===== src/rtl/dsound_pkg.sv =====
// Shared types, constants and sample scaling for the direct-sound FIFO engine.
package dsound_pkg;

    // Byte sequencer state: IDLE until the first tick finds data in the FIFO.
    typedef enum logic {
        IDLE = 1'b0,
        PLAY = 1'b1
    } seq_state_t;

    // Each 32-bit FIFO word carries four signed 8-bit PCM samples, byte 0 first.
    localparam int BYTES_PER_WORD = 4;

    // timer_sel encoding.
    localparam logic TSEL_TIMER0 = 1'b0;
    localparam logic TSEL_TIMER1 = 1'b1;

    // Working width for scaling; callers truncate to their OUT_W.
    localparam int SCALE_W = 64;

    // Sign-extend a PCM byte and place it at the top of an out_w-bit word
    // (full volume) or one bit lower (half volume).
    function automatic logic signed [SCALE_W-1:0] scale_sample(
        input logic [7:0] pcm,
        input logic       vol_full,
        input int         out_w
    );
        logic signed [SCALE_W-1:0] ext;
        ext = {{(SCALE_W-8){pcm[7]}}, pcm};
        return vol_full ? (ext <<< (out_w - 8)) : (ext <<< (out_w - 9));
    endfunction

endpackage


===== src/rtl/dsound_channel.sv =====
// One direct-sound channel: word FIFO, byte sequencer, sample scaling and
// DMA refill request. Status outputs exist only when DSOUND_STATUS_EN is defined.
module dsound_channel
    import dsound_pkg::*;
#(
    parameter int DEPTH = 8,
    parameter int OUT_W = 24
) (
    input  logic                          clk_100,
    input  logic                          reset_n,
    input  logic                          i_wr_en,
    input  logic [31:0]                   i_wr_data,
    input  logic                          i_clear,
    input  logic                          i_enable,
    input  logic                          i_timer_sel,
    input  logic [1:0]                    i_timer_ovf,
    input  logic                          i_vol_full,
    output logic [OUT_W-1:0]              o_sample,
    output logic                          o_valid,
    output logic                          o_req
`ifdef DSOUND_STATUS_EN
   ,output logic [$clog2(DEPTH+1)-1:0]    o_level,
    output logic                          o_underflow,
    output logic                          o_overflow,
    input  logic                          i_status_clr
`endif
);

    localparam int PTR_W = $clog2(DEPTH);
    localparam int CNT_W = $clog2(DEPTH + 1);
    localparam int IDX_W = $clog2(BYTES_PER_WORD);
    localparam logic [CNT_W-1:0] FULL_CNT = CNT_W'(DEPTH);
    localparam logic [CNT_W-1:0] HALF_CNT = CNT_W'(DEPTH / 2);
    localparam logic [IDX_W-1:0] LAST_IDX = IDX_W'(BYTES_PER_WORD - 1);

    logic [31:0]      r_mem [DEPTH];
    logic [PTR_W-1:0] r_wr_ptr;
    logic [PTR_W-1:0] r_rd_ptr;
    logic [CNT_W-1:0] r_count;
    logic [IDX_W-1:0] r_idx;
    seq_state_t       r_state;
    logic [OUT_W-1:0] r_sample;
    logic             r_valid;
    logic             r_req;

    logic             w_tick;
    logic             w_empty;
    logic             w_full;
    logic             w_play;
    logic             w_underflow;
    logic             w_pop;
    logic             w_wr_accept;
    logic [PTR_W-1:0] w_wr_addr;
    logic [31:0]      w_head;
    logic [7:0]       w_pcm;
    logic [CNT_W-1:0] w_count_next;
    seq_state_t       w_state_next;

    assign w_tick  = i_enable & ((i_timer_sel == TSEL_TIMER1) ? i_timer_ovf[1] : i_timer_ovf[0]);
    assign w_empty = (r_count == '0);
    assign w_full  = (r_count == FULL_CNT);

    // A flush swallows any tick in the same cycle; otherwise a tick either
    // plays the next byte or, with nothing buffered, re-emits the last sample.
    assign w_play      = w_tick & ~i_clear & ~w_empty;
    assign w_underflow = w_tick & ~i_clear & w_empty;
    assign w_pop       = w_play & (r_idx == LAST_IDX);

    // A pop while full frees the slot the write lands in.
    assign w_wr_accept = i_wr_en & (i_clear | ~w_full | w_pop);
    assign w_wr_addr   = i_clear ? '0 : r_wr_ptr;

    assign w_head = r_mem[r_rd_ptr];
    assign w_pcm  = w_head[{r_idx, 3'b000} +: 8];

    // Word count after this cycle's clear, write and pop.
    always_comb begin
        // NOTE: every always_comb output gets a default first so no path can leave it unassigned and infer a latch.
        w_count_next = r_count;
        if (i_clear) begin
            w_count_next = CNT_W'(w_wr_accept);
        end else begin
            w_count_next = r_count + CNT_W'(w_wr_accept) - CNT_W'(w_pop);
        end
    end

    // Sequencer next-state: start on the first playable tick, stop when a
    // word boundary finds the FIFO drained.
    always_comb begin
        w_state_next = r_state;
        if (i_clear) begin
            w_state_next = IDLE;
        end else begin
            unique case (r_state)
                IDLE: if (w_play) w_state_next = PLAY;
                PLAY: if (w_underflow || (w_pop && (w_count_next == '0))) w_state_next = IDLE;
                default: w_state_next = IDLE;
            endcase
        end
    end

    // Sequencer state register.
    always_ff @(posedge clk_100 or negedge reset_n) begin
        // NOTE: sequential state uses non-blocking assignments so every register samples pre-edge values.
        if (!reset_n) r_state <= IDLE;
        else          r_state <= w_state_next;
    end

    // FIFO pointers, word count and byte index.
    always_ff @(posedge clk_100 or negedge reset_n) begin
        if (!reset_n) begin
            r_wr_ptr <= '0;
            r_rd_ptr <= '0;
            r_count  <= '0;
            r_idx    <= '0;
        end else begin
            r_count <= w_count_next;
            if (i_clear) begin
                r_wr_ptr <= PTR_W'(w_wr_accept);
                r_rd_ptr <= '0;
                r_idx    <= '0;
            end else begin
                if (w_wr_accept) r_wr_ptr <= r_wr_ptr + PTR_W'(1);
                if (w_pop)       r_rd_ptr <= r_rd_ptr + PTR_W'(1);
                if (w_play)      r_idx    <= (r_idx == LAST_IDX) ? '0 : r_idx + IDX_W'(1);
            end
        end
    end

    // FIFO storage.
    always_ff @(posedge clk_100) begin
        // NOTE: the sample array is deliberately not reset; the pointers and count decide what is valid.
        if (w_wr_accept) r_mem[w_wr_addr] <= i_wr_data;
    end

    // Output sample, valid strobe and refill request, one cycle after the cause.
    always_ff @(posedge clk_100 or negedge reset_n) begin
        if (!reset_n) begin
            r_sample <= '0;
            r_valid  <= 1'b0;
            r_req    <= 1'b0;
        end else begin
            r_valid <= w_tick & ~i_clear;
            r_req   <= i_clear | (w_pop & (w_count_next <= HALF_CNT));
            if (w_play) r_sample <= OUT_W'(scale_sample(w_pcm, i_vol_full, OUT_W));
        end
    end

    assign o_sample = r_sample;
    assign o_valid  = r_valid;
    assign o_req    = r_req;

`ifdef DSOUND_STATUS_EN
    logic r_underflow;
    logic r_overflow;
    logic w_overflow;

    assign w_overflow = i_wr_en & ~w_wr_accept;

    // Sticky event flags; an event in the clearing cycle keeps the flag set.
    always_ff @(posedge clk_100 or negedge reset_n) begin
        if (!reset_n) begin
            r_underflow <= 1'b0;
            r_overflow  <= 1'b0;
        end else begin
            r_underflow <= w_underflow | (r_underflow & ~i_status_clr);
            r_overflow  <= w_overflow  | (r_overflow  & ~i_status_clr);
        end
    end

    assign o_level     = r_count;
    assign o_underflow = r_underflow;
    assign o_overflow  = r_overflow;
`endif

endmodule


===== src/rtl/dsound_fifo_engine.sv =====
// N-channel direct-sound engine: one dsound_channel per channel.
// Define DSOUND_STATUS_EN to add fifo_level, sticky underflow/overflow flags
// and their status_clr input.
module dsound_fifo_engine
    import dsound_pkg::*;
#(
    parameter int NUM_CH = 2,
    parameter int DEPTH  = 8,
    parameter int OUT_W  = 24
) (
    input  logic                                       clk_100,
    input  logic                                       reset_n,
    input  logic [NUM_CH-1:0]                          wr_en,
    input  logic [NUM_CH-1:0][31:0]                    wr_data,
    input  logic [NUM_CH-1:0]                          fifo_clear,
    input  logic [NUM_CH-1:0]                          enable,
    input  logic [NUM_CH-1:0]                          timer_sel,
    input  logic [1:0]                                 timer_ovf,
    input  logic [NUM_CH-1:0]                          vol_full,
    output logic [NUM_CH-1:0][OUT_W-1:0]               sample_out,
    output logic [NUM_CH-1:0]                          sample_valid,
    output logic [NUM_CH-1:0]                          sound_req
`ifdef DSOUND_STATUS_EN
   ,output logic [NUM_CH-1:0][$clog2(DEPTH+1)-1:0]    fifo_level,
    output logic [NUM_CH-1:0]                          underflow,
    output logic [NUM_CH-1:0]                          overflow,
    input  logic [NUM_CH-1:0]                          status_clr
`endif
);

    // Independent channels sharing only the two timer overflow pulses.
    for (genvar g = 0; g < NUM_CH; g++) begin : g_ch
        dsound_channel #(
            .DEPTH (DEPTH),
            .OUT_W (OUT_W)
        ) u_ch (
            .clk_100      (clk_100),
            .reset_n      (reset_n),
            .i_wr_en      (wr_en[g]),
            .i_wr_data    (wr_data[g]),
            .i_clear      (fifo_clear[g]),
            .i_enable     (enable[g]),
            .i_timer_sel  (timer_sel[g]),
            .i_timer_ovf  (timer_ovf),
            .i_vol_full   (vol_full[g]),
            .o_sample     (sample_out[g]),
            .o_valid      (sample_valid[g]),
            .o_req        (sound_req[g])
`ifdef DSOUND_STATUS_EN
           ,.o_level      (fifo_level[g]),
            .o_underflow  (underflow[g]),
            .o_overflow   (overflow[g]),
            .i_status_clr (status_clr[g])
`endif
        );
    end

endmodule


===== config.mk =====
export PLATFORM = sky130hd
export DESIGN_NAME = dsound_fifo_engine
export DESIGN_NICKNAME = d
export VERILOG_FILES = /design/src/rtl/dsound_pkg.sv /design/src/rtl/dsound_channel.sv /design/src/rtl/dsound_fifo_engine.sv
export SDC_FILE = /design/constraint.sdc
export NUM_CORES = 1
export LEC_CHECK = 0
export CELL_PAD_IN_SITES_DETAIL_PLACEMENT = 1
export CELL_PAD_IN_SITES_GLOBAL_PLACEMENT = 1
export CORE_MARGIN = 5
export CORE_UTILIZATION = 45
export CTS_CLUSTER_DIAMETER = 150
export DETAILED_ROUTE_END_ITERATION = 8
export PLACE_DENSITY_LB_ADDON = 0.05
export SLEW_MARGIN = 15
export SYNTH_ARGS = -nofsm -noshare
export SYNTH_HDL_FRONTEND = slang
export SYNTH_SLANG_ARGS = --single-unit

===== constraint.sdc =====
create_clock -name clk_100 -period 6.5 [get_ports clk_100]
set_input_delay 1.3 -clock clk_100 [delete_from_list [all_inputs] [get_ports clk_100]]
set_output_delay 1.3 -clock clk_100 [all_outputs]
set_load 0.05 [all_outputs]

==> run metrics <==
status completed; Hold Slack 0.4879 ns; post-route minimum period 4.387 ns; CTS buffer count 58; Reg2Reg Setup Slack 2.71 ns; Via density 5.409; final hold violation count 0; RSZ-0062 raised after global routing no; CP max stage cell clkdlybuf4s50_1; CTS tree built; Setup Buffers After CTS 0; first-pass GRT wire length 74010 um; Area Growth Syn to Fin 16.67%; Core Util, Final 53.00%; Die Area 0.05385 sq mm; Max Root-Sink Buffers 3; Setup WS post-layout 2.113 ns; Nets 1349; Setup Total Neg Slack 0 ns; H-tree levels 2; Worst Tran Pin Value 0.9387 ns; Seq/Total Area, Yosys 74.47%; largest net degree at the start of global routing 47; critical path's largest stage delay 0.72 ns; initial antenna violation count 1; vias 10620; LEAKAGE 8.351 nW; number of global-route vias before repair 11800; critical path cell sequence clkdlybuf4s50_1 > nand2b_1 > a2111oi_2 > o21ai_1 > inv_1 > nand2_1 > nor3_2 > buf_4; largest cells by area after synthesis edfxtp_1 (69%), mux4_2 (13%), dfrtp_1 (5.2%), mux2i_1 (1.7%), nand2_1 (1.4%); Place WS 1.484 ns; WP data arrival 4.61 ns; clock-pin slew on the worst setup and hold paths 0.06 ns; Max Freq 0.2279 GHz; core area 0.04885 sq mm; share of cells above drive strength 1 21.71%; final slew viol count 0; average size of a mapped cell 19.81 sq um; Fillers 4358; number of flops mapped to enable cells by yosys 512; Clock Latency Late Sink 0.60 ns; period utilization 67.50%; worst clock skew 0.01763 ns; Chip Height 232.1 um; critical-path maximum fanout 32; total routed wirelength 48310 um; Routability Congestion 0.7366; Remaining DRCs 0; Ports 130; Critical Path End Type flop; CP Launch Point fifo_clear[1]; clock root buffer clkbuf_16; HP Class flop to flop; top cell type's share of synthesized area 69.28%; DRT antenna net count 0; number of hold buffers added after CTS 0; area occupied by multi-input gates 0.005319 sq mm; port bufs 99; WS Path Type input port to flop; Synth cell types 45; largest area contributor in the netlist edfxtp_1; grt total ovfl 0; pwr dens 325.3 mW/mm^2; post-DP HPWL 28910 um; drt initial violations 569; length of the first detailed-routing pass in iterations 5; # setup viols final 0; Rows 81; Most used DFF post-synth edfxtp_1; synth warn 0; All-Layer GR Usage 18.24%; CP startpoint kind input port; Synth Instances 1120; CP required 6.72 ns; async set-reset flop share out of synthesis 8.244%; worst relative slew slack 37.42%; Reg area 0.01654 sq mm; Initial Util 45.43%; Reg-to-Reg Start g_ch[1].u_ch.r_idx[0]; number of synthesized register bits 558; post_cts resized 0; hold_sp g_ch[0].u_ch.o_sample[15]; Cell Area, Synth 0.02219 sq mm; drt wl/cell 24.60 um; maximum VDD drop 0.0002420 V; die width 232.1 um; maxcap violations 0; clock sinks 558
power breakdown:
part	switching, mW	internal, mW	total [mW]	leakage [nW]
combinational	0.572	0.315	0.888	2.16
clock	1.34	2.00	3.34	0.959
sequential	0.0825	4.11	4.20	5.24
state kept, by name (all words and copies together) (netlist names):
register,flops
g_ch.u_ch.r_wr_ptr,6
g_ch.u_ch.o_req,2
g_ch.u_ch.o_sample,18
g_ch.u_ch.o_valid,2
g_ch.u_ch.r_rd_ptr,6
g_ch.u_ch.r_mem,512
g_ch.u_ch.r_count,8
g_ch.u_ch.r_idx,4
final timing paths:
check                                       endpoint  cells past startpoint
max                         g_ch[1].u_ch.r_mem[1][5]                      8
max reg2reg                 g_ch[1].u_ch.r_mem[1][5]                      8
min reg2reg                g_ch[0].u_ch.o_sample[15]                      2
min in group asynchronous  g_ch[1].u_ch.o_sample[23]                      2
min                        g_ch[0].u_ch.o_sample[15]                      2
max in group asynchronous   g_ch[0].u_ch.r_rd_ptr[0]                      2
layout by cell type (no fill, tap or decap), drive strengths merged, types with 3 or more instances in the layout:
cell,netlist,routed
a21oi,9,9
a221o,5,5
a22oi,10,10
a31oi,7,7
and3,8,8
buf,60,28
bufinv,0,6
clkbuf,24,74
clkdlybuf4s50,0,98
clkinv,0,23
clkinvlp,0,5
conb,1,30
dfrtp,46,46
edfxtp,512,512
ha,18,18
inv,15,15
mux2,9,9
mux2i,37,37
mux4,128,128
nand2,81,81
nand2b,33,33
nand3,3,3
nor2,39,39
nor2b,10,10
nor3,8,8
o21ai,6,6
o221ai,17,17
o22ai,3,3
xnor2,8,8
xor2,4,4
routing by layer:
layer	track usage, %	wire, um	part of all wire (%)
met3	3.106	2165	4.5
met5	0	0	0
met1	23.42	19710	41
met4	4.579	1031	2.1
met2	32.54	25400	53
kinds of logic after synthesis:
family                     after synthesis  share of synthesized area [%]
adders and majority gates               20                          1.195
and+or+nand+nor                        193                          4.076
xor gates and xnor gates                12                         0.4736
buffers and inverters                   99                          2.537
muxes                                  174                          15.13
other                                    1                        0.01690
AOI/OAI and AO/OA                       63                          2.097
DFF                                    558                          74.47
layout make-up:
cell class	instances	share of cell area, %
clock buffers	74	6.278
well taps	664	3.209
clock inverters	34	1.271
repair buffers	126	4.591
diodes	1	0.009666
inverters	15	0.2175
flip-flops and latches	558	63.88
multi-input cells	492	20.54
stage by stage:
stage	power [mW]	std cells	area (sq um)
floorplan	4.808	1149	22300
global placement	5.156	1855	23930
detailed placement	5.171	1855	23930
CTS	8.535	1963	25890
global route	8.767	1963	25890
finish	8.422	1964	25890
cell usage after synthesis (2+ instances only):
cell type,number
and2_1,2
fa_1,2
o21bai_1,2
nand3_1,3
buf_1,4
a221o_1,5
a31oi_1,7
o22ai_1,3
nor2_1,39
nor4_1,2
o21ai_1,3
buf_4,40
mux2_2,8
nor3_1,8
nand2b_1,33
buf_2,14
a21oi_1,9
ha_1,18
xor2_1,4
clkbuf_1,24
nand2_1,81
xnor2_1,8
o221ai_1,17
mux4_2,128
mux2i_1,37
o21ai_0,3
and3_1,8
edfxtp_1,512
nor2b_1,10
a22oi_1,10
inv_1,15
a21o_1,2
dfrtp_1,46
nand3b_1,2
worst max-delay path, delay by kind of cell:
family | cells | cell delay (ns)
buf+inv | 3 | 1.46
compound gates | 2 | 1.08
simple gates | 3 | 0.73
Power figures use the tool's default switching activity.
